### src/rtl/bdc_pkg.sv
// Shared constants for the video pattern generator: pattern codes, bar colours
// and FSM state encoding.
package bdc_pkg;

   typedef enum logic [1:0] {
      PAT_GRID  = 2'd0,
      PAT_BARS  = 2'd1,
      PAT_CHECK = 2'd2,
      PAT_RAMP  = 2'd3
   } pattern_e;

   localparam logic [1:0] ST_IDLE   = 2'd0;
   localparam logic [1:0] ST_ACTIVE = 2'd1;
   localparam logic [1:0] ST_GAP    = 2'd2;

   localparam logic [23:0] COLOR_WHITE   = 24'hFFFFFF;
   localparam logic [23:0] COLOR_YELLOW  = 24'hFFFF00;
   localparam logic [23:0] COLOR_CYAN    = 24'h00FFFF;
   localparam logic [23:0] COLOR_GREEN   = 24'h00FF00;
   localparam logic [23:0] COLOR_MAGENTA = 24'hFF00FF;
   localparam logic [23:0] COLOR_RED     = 24'hFF0000;
   localparam logic [23:0] COLOR_BLUE    = 24'h0000FF;
   localparam logic [23:0] COLOR_BLACK   = 24'h000000;

   function automatic logic [23:0] bar_color(input logic [2:0] idx);
      case (idx)
         3'd0:    return COLOR_WHITE;
         3'd1:    return COLOR_YELLOW;
         3'd2:    return COLOR_CYAN;
         3'd3:    return COLOR_GREEN;
         3'd4:    return COLOR_MAGENTA;
         3'd5:    return COLOR_RED;
         3'd6:    return COLOR_BLUE;
         default: return COLOR_BLACK;
      endcase
   endfunction

endpackage

### src/rtl/axis_pattern_pixel.sv
// Purely combinational pixel function: maps (x, y, pattern, frame count) to an
// RGB888 value.
module axis_pattern_pixel
   import bdc_pkg::*;
#(
   parameter int WIDTH       = 1920,
   parameter int HEIGHT      = 1080,
   parameter int COORD_WIDTH = 16,
   parameter int GRID_PITCH  = 64
) (
   input  logic [COORD_WIDTH-1:0] x,
   input  logic [COORD_WIDTH-1:0] y,
   input  logic [1:0]             pattern,
   input  logic [7:0]             frame_cnt,
   output logic [23:0]            pixel
);

   localparam logic [COORD_WIDTH-1:0] X_LAST = COORD_WIDTH'(WIDTH - 1);
   localparam logic [COORD_WIDTH-1:0] Y_LAST = COORD_WIDTH'(HEIGHT - 1);
   localparam logic [COORD_WIDTH-1:0] PMASK  = COORD_WIDTH'(GRID_PITCH - 1);
   localparam int                     PBIT   = $clog2(GRID_PITCH);

   logic [COORD_WIDTH+2:0] scaled_x;
   logic [2:0]             bar_idx;
   logic                   grid_on;
   logic                   check_on;

   // Divide by a constant so synthesis folds it into a small comparator tree.
   assign scaled_x = {x, 3'b000};
   assign bar_idx  = 3'(scaled_x / (COORD_WIDTH + 3)'(WIDTH));
   assign grid_on  = ((x & PMASK) == '0) || ((y & PMASK) == '0) ||
                     (x == X_LAST) || (y == Y_LAST);
   assign check_on = x[PBIT] ^ y[PBIT];

   always_comb begin
      pixel = COLOR_BLACK;
      case (pattern_e'(pattern))
         PAT_GRID:  pixel = grid_on ? COLOR_WHITE : COLOR_BLACK;
         PAT_BARS:  pixel = bar_color(bar_idx);
         PAT_CHECK: pixel = check_on ? COLOR_WHITE : COLOR_BLACK;
         PAT_RAMP:  pixel = {x[7:0], y[7:0], frame_cnt};
         default:   pixel = COLOR_BLACK;
      endcase
   end

endmodule

### src/rtl/axis_video_pattern_gen.sv
// AXI4-Stream test pattern source: raster-scans frames with an inter-frame gap,
// all outputs registered.
module axis_video_pattern_gen
   import bdc_pkg::*;
#(
   parameter int WIDTH       = 1920,
   parameter int HEIGHT      = 1080,
   parameter int DATA_WIDTH  = 24,
   parameter int COORD_WIDTH = 16,
   parameter int GRID_PITCH  = 64,
   parameter int FRAME_GAP   = 16,
   parameter int TLAST_EOF   = 0
) (
   input  logic                  clk,
   input  logic                  rst_n,
   input  logic                  enable,
   input  logic [1:0]            pattern_sel,
   output logic [DATA_WIDTH-1:0] m_axis_tdata,
   output logic                  m_axis_tvalid,
   input  logic                  m_axis_tready,
   output logic                  m_axis_tlast,
   output logic                  m_axis_tuser,
   output logic                  busy,
   output logic                  frame_done,
   output logic [15:0]           frame_cnt
);

   localparam logic [COORD_WIDTH-1:0] X_LAST = COORD_WIDTH'(WIDTH - 1);
   localparam logic [COORD_WIDTH-1:0] Y_LAST = COORD_WIDTH'(HEIGHT - 1);
   localparam int                     GAP_W  = (FRAME_GAP > 1) ? $clog2(FRAME_GAP) : 1;
   localparam logic [GAP_W-1:0]       GAP_LAST = GAP_W'((FRAME_GAP > 0) ? FRAME_GAP - 1 : 0);

   logic [1:0]             state_q, state_d;
   logic [COORD_WIDTH-1:0] x_q, x_d, y_q, y_d;
   logic [GAP_W-1:0]       gap_q, gap_d;
   logic [1:0]             pat_q, pat_d;
   logic [15:0]            frame_cnt_q, frame_cnt_d;
   logic [DATA_WIDTH-1:0]  tdata_q, tdata_d;
   logic                   tvalid_q, tvalid_d;
   logic                   tlast_q, tlast_d;
   logic                   tuser_q, tuser_d;
   logic                   busy_q, busy_d;
   logic                   frame_done_q, frame_done_d;
   logic                   start;
   logic                   active_d;
   logic [23:0]            pix;

   axis_pattern_pixel #(
      .WIDTH      (WIDTH),
      .HEIGHT     (HEIGHT),
      .COORD_WIDTH(COORD_WIDTH),
      .GRID_PITCH (GRID_PITCH)
   ) u_pixel (
      .x        (x_d),
      .y        (y_d),
      .pattern  (pat_d),
      .frame_cnt(frame_cnt_d[7:0]),
      .pixel    (pix)
   );

   always_comb begin
      state_d      = state_q;
      x_d          = x_q;
      y_d          = y_q;
      gap_d        = gap_q;
      pat_d        = pat_q;
      frame_cnt_d  = frame_cnt_q;
      frame_done_d = 1'b0;
      start        = 1'b0;
      case (state_q)
         ST_IDLE: start = enable;
         ST_ACTIVE: begin
            if (tvalid_q && m_axis_tready) begin
               if (x_q == X_LAST && y_q == Y_LAST) begin
                  frame_done_d = 1'b1;
                  frame_cnt_d  = frame_cnt_q + 16'd1;
                  if (FRAME_GAP == 0) begin
                     start   = enable;
                     state_d = ST_IDLE;
                  end else begin
                     state_d = ST_GAP;
                     gap_d   = '0;
                  end
               end else if (x_q == X_LAST) begin
                  x_d = '0;
                  y_d = y_q + 1'b1;
               end else begin
                  x_d = x_q + 1'b1;
               end
            end
         end
         ST_GAP: begin
            if (gap_q == GAP_LAST) begin
               start   = enable;
               state_d = ST_IDLE;
            end else begin
               gap_d = gap_q + 1'b1;
            end
         end
         default: state_d = ST_IDLE;
      endcase
      if (start) begin
         state_d = ST_ACTIVE;
         x_d     = '0;
         y_d     = '0;
         pat_d   = pattern_sel;
      end

      // Outputs are precomputed from the next coordinates; a stall leaves x/y unchanged so they hold.
      active_d = (state_d == ST_ACTIVE);
      tvalid_d = active_d;
      busy_d   = active_d;
      tdata_d  = active_d ? DATA_WIDTH'(pix) : '0;
      tuser_d  = active_d && (x_d == '0) && (y_d == '0);
      tlast_d  = active_d && (x_d == X_LAST) && ((TLAST_EOF == 0) || (y_d == Y_LAST));
   end

   always_ff @(posedge clk) begin
      if (!rst_n) begin
         state_q      <= ST_IDLE;
         x_q          <= '0;
         y_q          <= '0;
         gap_q        <= '0;
         pat_q        <= '0;
         frame_cnt_q  <= '0;
         tdata_q      <= '0;
         tvalid_q     <= 1'b0;
         tlast_q      <= 1'b0;
         tuser_q      <= 1'b0;
         busy_q       <= 1'b0;
         frame_done_q <= 1'b0;
      end else begin
         state_q      <= state_d;
         x_q          <= x_d;
         y_q          <= y_d;
         gap_q        <= gap_d;
         pat_q        <= pat_d;
         frame_cnt_q  <= frame_cnt_d;
         tdata_q      <= tdata_d;
         tvalid_q     <= tvalid_d;
         tlast_q      <= tlast_d;
         tuser_q      <= tuser_d;
         busy_q       <= busy_d;
         frame_done_q <= frame_done_d;
      end
   end

   assign m_axis_tdata  = tdata_q;
   assign m_axis_tvalid = tvalid_q;
   assign m_axis_tlast  = tlast_q;
   assign m_axis_tuser  = tuser_q;
   assign busy          = busy_q;
   assign frame_done    = frame_done_q;
   assign frame_cnt     = frame_cnt_q;

endmodule

### config.mk
export PLATFORM = sky130hd
export DESIGN_NAME = axis_video_pattern_gen
export DESIGN_NICKNAME = d
export VERILOG_FILES = /design/src/rtl/bdc_pkg.sv /design/src/rtl/axis_pattern_pixel.sv /design/src/rtl/axis_video_pattern_gen.sv
export SDC_FILE = /design/constraint.sdc
export NUM_CORES = 1
export LEC_CHECK = 0
export ABC_AREA = 1
export BUFFER_PORTS_ARGS = -buffer_cell sky130_fd_sc_hd__buf_2
export CORE_UTILIZATION = 25
export DETAILED_ROUTE_END_ITERATION = 7
export GPL_TIMING_DRIVEN = 0
export PLACE_DENSITY_LB_ADDON = 0.25
export SYNTH_ARGS = -nofsm -noshare
export SYNTH_HDL_FRONTEND = slang
export SYNTH_SLANG_ARGS = --single-unit
### constraint.sdc
create_clock -name clk -period 7.7 [get_ports clk]
set_input_delay 0.77 -clock clk [delete_from_list [all_inputs] [get_ports clk]]
set_output_delay 0.77 -clock clk [all_outputs]
set_load 0.01 [all_outputs]
==> metrics.cfg, run 1 <==
[yosys]
syn_avg_cell_area_sq_um = 6.48
netlist_top_cells_count = nand2_1 (162), inv_1 (133), nor2_1 (109), dfxtp_1 (84), nand3_1 (58)
synth_enable_flop_cells = 0
synth_fp_nets = 821
synthArstFlopShare = 0
yosysTopAreaCellShare = 0.320
synth_top_flop_cell = dfxtp_1
yosysSeqAreaShare = 0.320
syn_inst = 811
yosysMostFrequentCell = nand2_1
synth_area_leaders = dfxtp_1 (32%), nand2_1 (12%), inv_1 (9.5%)
yosys.area.top_type = dfxtp_1
syn_area_sq_um = 5250
ys_ff_latch = 84
synth_cell_types = 43
synth_warnings = 0

[detailed_routing]
vias_per_cell = 4.47
wirelength_mm = 14.6
drc = 0
post_drt_wl_per_cell_um = 12.7
ant_nets = 0
via_count = 5132
drt-pass1-iter-count = 4
drtIter0Drc = 246

[timing]
fin_setup_tns_ns = 0
fin_crit_ns = 4.74
skew_ns = 0.00751
drv_slew = 0
slew_headroom = 0.482
worst_slew_pin_slew_ns = 0.771
setup_ws_ns = 2.96
setup_violations = 0
clock.fmax_mhz = 211
rsz0062_at_grt = false
final_hold_viol_count = 0
final.period_utilization = 0.615

[grt]
antenna_found_initial = 0
grt_pass1_wl_mm = 24.7
grt_max_degree = 15
grt_pass1_vias = 4934
grt_usage = 0.142
gr-total-overflow = 0

[placed_design]
io_buffers = 50
preCtsSetupSlack_ns = 2.56
dp_hpwl_mm = 11.4
place.gp.congestion = 0.820
dp_cells = 1131

[floorplanning]
die_height_um = 147
io_pins = 51
dieWidth_um = 147
coreArea_sq_um = 20400
dieArea_sq_um = 21600
initial_core_util = 0.257
row_count = 52

[critical_path]
slowest_delay_ns = 0.26
worstSetupStartpointType = input port
arrival_ns = 4.99
path_max_fanout = 8
setup.worst_path.class = in -> reg
required_ns = 7.95
slowest_stage = nand3_1
end_kind = flop
crit_top_cell = nand2_2

[power]
power_density_nw_per_um2 = 162
p_total_mw = 0.998
ir_drop_v = 0.000101
p_leak_nw = 2.77

[clock_tree]
cts_buffers = 9
cts_buffer_depth = 2
ctsResizeCount = 0
clkTransAtPathRegs_ns = 0.07
post-cts-setup-buffers = 0
cts_root_buf = clkbuf_16
h-tree-depth = 3
cts_tree = done
clk_latency_ns = 0.35
clkSinkCount = 84
cts_hold_buf = 0

[worst_hold_path]
hold_path.class = reg -> reg

[cells_and_area]
drive_gt1_frac = 0.181
n_fill_cell = 2349
fin_cells = 1147
antennaDiodeCount = 0
area_delta_synth_final_pct = 17.0
nets = 882

[flow_run]
maxCapViolCount = 0

[status]
status = completed

## final timing paths
| path | slack, ns | endpoint | startpoint | cells after the start |
|---|---|---|---|---|
| max | 2.96 | m_axis_tdata[4] | m_axis_tready | 38 |
| min | 0.50 | gap_q[1] | gap_q[1] | 2 |
| max reg2reg | 2.97 | m_axis_tdata[4] | gap_q[0] | 38 |
| min reg2reg | 0.50 | gap_q[1] | gap_q[1] | 2 |
## report_power, final
group | total [mW] | leakage, nW | switching [mW] | internal (mW)
Sequential | 0.453 | 0.682 | 0.00390 | 0.449
Combinational | 0.0982 | 1.94 | 0.0656 | 0.0326
Clock | 0.448 | 0.150 | 0.186 | 0.262
## state kept, by name (all words and copies together), names as in the netlist
name / count
m_axis_tdata: 24
frame_cnt: 16
x_q: 16
y_q: 16
gap_q: 4
pat_q: 2
state_q: 2
busy: 1
frame_done: 1
m_axis_tlast: 1
m_axis_tuser: 1
## per-stage QoR
step | util | hold slack, ns | area, sq um
after floorplan | - | 0.456 | 5250
after CTS | 0.301 | 0.497 | 6140
after global placement | 0.286 | 0.475 | 5840
after global routing | 0.301 | 0.522 | 6140
final | 0.301 | 0.497 | 6140
after detailed placement | 0.286 | 0.485 | 5840
## metal layers
metal	GRT usage	part of all wire	wire, um
met5	0	0	0
met4	0.0397	0.010	150
met3	0.0270	0.037	540
met2	0.227	0.44	6440
met1	0.195	0.51	7460
## placed cells by master, fill, tap and decap left out, types with 3 or more instances in the layout
cell and n:
nand2_1 162, inv_1 133, nor2_1 109, dfxtp_1 84, nand3_1 58, buf_2 53, o21ai_0 32, nor3_1 26
a21oi_1 21, nand3_2 19, o2111ai_1 17, nand2_2 16, nand4_1 16, inv_2 15, clkbuf_1 15, nor2_2 13
nor4_1 11, clkbuf_16 9, o21ai_1 7, xor2_1 7, or2_2 7, nand2_4 6, nor2_4 5, ha_1 4
xnor2_1 3, clkinv_4 3
## cell type report
cell class	count	area, sq um	share of cell area
Tap cell	270	338	0.0550
Timing Repair Buffer	50	250	0.0407
Buffer	19	82.6	0.0134
Clock inverter	5	61.3	0.00998
Inverter	149	559	0.0910
Sequential cell	84	1680	0.274
Multi-Input combinational cell	559	2930	0.477
Clock buffer	11	243	0.0395
## worst max-delay path, delay by kind of cell
family | cells | cell delay, ns
simple gates | 29 | 3.01
compound gates | 4 | 0.69
buf+inv | 5 | 0.52
## cell families after synthesis
family	Yosys count	share of synthesized area
multiplexers	1	0.00191
XOR/XNOR	10	0.0167
buffers and inverters	168	0.122
AO/OA/AOI/OAI	88	0.104
adder cells (fa/ha/maj)	4	0.00953
flip-flops	84	0.320
AND/OR/NAND/NOR	456	0.425
No activity file was read; power rests on OpenSTA's default activity.
==> run 2, diff against run 1 <==
Settings changed: ABC_AREA 1 to 0.
Clock period 7.7 ns to 3.9 ns, I/O delays scaled along.
==> run 2 against run 1 <==
- largest power group unchanged
- combinational power rose by 86%
- critical path type is now reg -> reg
- clock skew fell by 0.0015 ns
- setup slack got worse by 3.4 ns
- critical path depth fell by 22
- sequential share of layout area fell by 1.0 points
- the run now ends with negative setup slack left
==> metrics.cfg, run 2 <==
[cells_and_area]
antennaDiodeCount = 0  ; unchanged
largest_register_ffs = 24  ; unchanged
finalInstanceArea_sq_um = 6520  ; +6.2%
final_cell_mix = nor2_1 (80), dfxtp_1 (69), nand2_1 (67), buf_2 (50), buf_4 (29)
n_fill_cell = 2118  ; -9.8%
finalCoreUtilization = 0.332  ; +0.0312
seqCellArea_sq_um = 1720  ; +2.3%
nets = 716  ; -19%
area_delta_synth_final_pct = 29.2
multi_input_area_sq_um = 3560  ; +21%
final_common_cell = nor2_1
drive_gt1_frac = 0.291  ; +0.110

[critical_path]
required_ns = 4.12  ; -3.83 ns
end_kind = flop
setup.worst_path.class = reg -> reg
arrival_ns = 4.56  ; -0.43 ns
worstSetupStartpointType = flop
path_max_fanout = 8  ; unchanged

[timing]
slew_headroom = 0.541  ; +0.0585
setup_ws_ns = -0.444  ; -3.41 ns
whs_ns = 0.347  ; -0.150 ns
drv_slew = 0  ; unchanged
worst_slew_pin_slew_ns = 0.688  ; -0.0826 ns
final_hold_viol_count = 0  ; unchanged
skew_ns = 0.00597  ; -0.00155 ns
fin_setup_tns_ns = -7.76  ; -7.76 ns
setup_violations = 24  ; +24
final.period_utilization = 1.11
fin_crit_ns = 4.34
clock.fmax_mhz = 230
rsz0062_at_grt = true

[grt]
grt_usage = 0.156  ; +0.0141
gr-total-overflow = 0  ; unchanged
grt_max_degree = 16  ; +1
grt_pass1_vias = 4704  ; -4.7%
antenna_found_initial = 0  ; unchanged
grt_pass1_wl_mm = 25.1  ; +1.8%

[placed_design]
place_area_sq_um = 5670  ; -2.9%
io_buffers = 50  ; unchanged
dp_hpwl_mm = 11.4  ; about the same
place.gp.congestion = 0.832  ; +1.5%

[clock_tree]
cts_root_buf = clkbuf_16
clkSinkCount = 84  ; unchanged
cts_hold_buf = 0  ; unchanged
cts_buffers = 9  ; unchanged
cts_tree = done
clkTransAtPathRegs_ns = 0.07  ; about the same
clk_latency_ns = 0.35  ; about the same
cts_buffer_depth = 2  ; unchanged
h-tree-depth = 3  ; unchanged

[yosys]
synth_warnings = 0  ; unchanged
synth_enable_flop_cells = 0  ; unchanged
syn_area_sq_um = 5050  ; -3.8%
synthArstFlopShare = 0  ; unchanged
netlist_top_cells_count = dfxtp_1 (84), nor2_1 (84), nand2_1 (73), a21oi_1 (28), nor3_1 (27)
syn_inst = 619  ; -24%
synth_cell_types = 83  ; +93%
ys_ff_latch = 84  ; unchanged
synth_top_flop_cell = dfxtp_1
yosys.area.top_type = dfxtp_1
syn_avg_cell_area_sq_um = 8.16  ; +26%
synth_fp_nets = 629  ; -23%
synth_area_leaders = dfxtp_1 (33%), nor2_1 (6.2%), nand2_1 (5.4%)
yosysTopAreaCellShare = 0.333  ; +0.0127
yosysSeqAreaShare = 0.333  ; +0.0127

[worst_hold_path]
hold_path.class = in -> reg

[detailed_routing]
drc = 0  ; unchanged
wirelength_mm = 15.6  ; +6.9%
drt-pass1-iter-count = 5  ; +1
ant_nets = 0  ; unchanged
via_count = 4875  ; -5.0%
vias_per_cell = 4.99  ; +12%
drtIter0Drc = 382  ; +55%
post_drt_wl_per_cell_um = 16.0  ; +26%

[status]
status = finished, violations left
violations = negative setup slack

[floorplanning]
initial_core_util = 0.257  ; about the same
coreArea_sq_um = 19700  ; -3.8%
die_height_um = 144  ; -1.9%
io_pins = 51  ; unchanged
dieArea_sq_um = 20800  ; -3.8%
dieWidth_um = 144  ; -1.9%
row_count = 51  ; -1.9%

[power]
switching_share = 0.259  ; +0.00275
ir_drop_v = 0.000194  ; +91%
clockPowerShare = 0.450  ; +0.002
p_leak_nw = 2.38  ; -14%
power_density_nw_per_um2 = 300  ; +85%
p_int_mw = 1.45  ; +95%
p_sw_mw = 0.506  ; +98%
seq_power_share = 0.457  ; +0.004
p_total_mw = 1.96  ; +96%
power_frac_comb = 0.093  ; -0.005

[flow_run]
maxCapViolCount = 0  ; unchanged

run 2: cell count changes after synthesis, sizes merged, moves of 16 or more:
cell,before,now
inv,148,8
nand3,78,26
nand2,184,73
nor2,127,88
xor2,7,25
a21oi,23,39
o21ai,40,23
o2111ai,17,1
run 2: power groups by stage:
stage,combinational (mW),sequential (mW),clock (mW)
floorplan,0.0777,0.933,0
global placement,0.163,0.918,0
detailed placement,0.160,0.918,0
CTS,0.181,0.897,0.907
global route,0.198,0.898,0.942
finish,0.183,0.895,0.880
run 2: kinds of logic (layout without fill, tap and decap cells):
group | count (synthesis) | in the layout | synth area share
adder cells (fa/ha/maj) | 4 | 4 | 0.00991
XOR/XNOR | 41 | 41 | 0.0756
AND/OR/NAND/NOR | 310 | 310 | 0.326
flip-flops | 84 | 84 | 0.333
buffers and inverters | 31 | 123 | 0.0258
multiplexers | 10 | 10 | 0.0198
AO/OA/AOI/OAI | 139 | 139 | 0.210
run 2: final timing paths:
path / startpoint / end / slack [ns] / cells after the start
worst max register to register: x_q[8] / m_axis_tdata[0] / -0.44 / 16
worst min-delay path: pattern_sel[0] / pat_q[0] / 0.35 / 3
worst min register to register: frame_cnt[15] / frame_cnt[15] / 0.49 / 2
worst max-delay path: x_q[8] / m_axis_tdata[0] / -0.44 / 16
run 2: metrics by stage:
step | std cells | worst slack, ns
floorplan | 619 | -0.0586
global route | 976 | -0.605
global placement | 934 | -1.04
detailed placement | 934 | -1.09
finish | 976 | -0.444
CTS | 969 | -0.315
run 2: per-layer routing:
metal	track usage	up-vias	wire, um
met5	0	-	0
met4	0.0488	0	229
met3	0.0391	17	896
met2	0.241	108	7000
met1	0.213	2318	7460
li1	-	2432	-
run 2: timing repair:
item,CTS,global route
endpoints found under the setup margin,25,24
pin swaps,19,24
resized for setup,48,38
setup buffers,23,8
run 2: area by class of cell:
| class | instances | share of cell area |
|---|---|---|
| clock buffers | 10 | 0.0351 |
| repair buffers | 81 | 0.0758 |
| well taps | 265 | 0.0508 |
| inverters | 8 | 0.00460 |
| multi-input cells | 504 | 0.545 |
| clock inverters | 6 | 0.0111 |
| plain buffers | 18 | 0.0136 |
| flip-flops and latches | 84 | 0.264 |
run 2: worst max-delay path: stages (launching register included):
cell	delay, ns
dfxtp_2	0.41
nand4_4	0.16
or3_4	0.46
or4_4	0.53
a32oi_1	0.26
o31a_1	0.27
nor3b_2	0.07
o31ai_2	0.28
o21a_2	0.22
a31oi_4	0.12
a211o_1	0.35
o221a_1	0.22
a211o_1	0.31
mux2i_1	0.14
o211ai_2	0.15
buf_6	0.15
o211ai_1	0.09
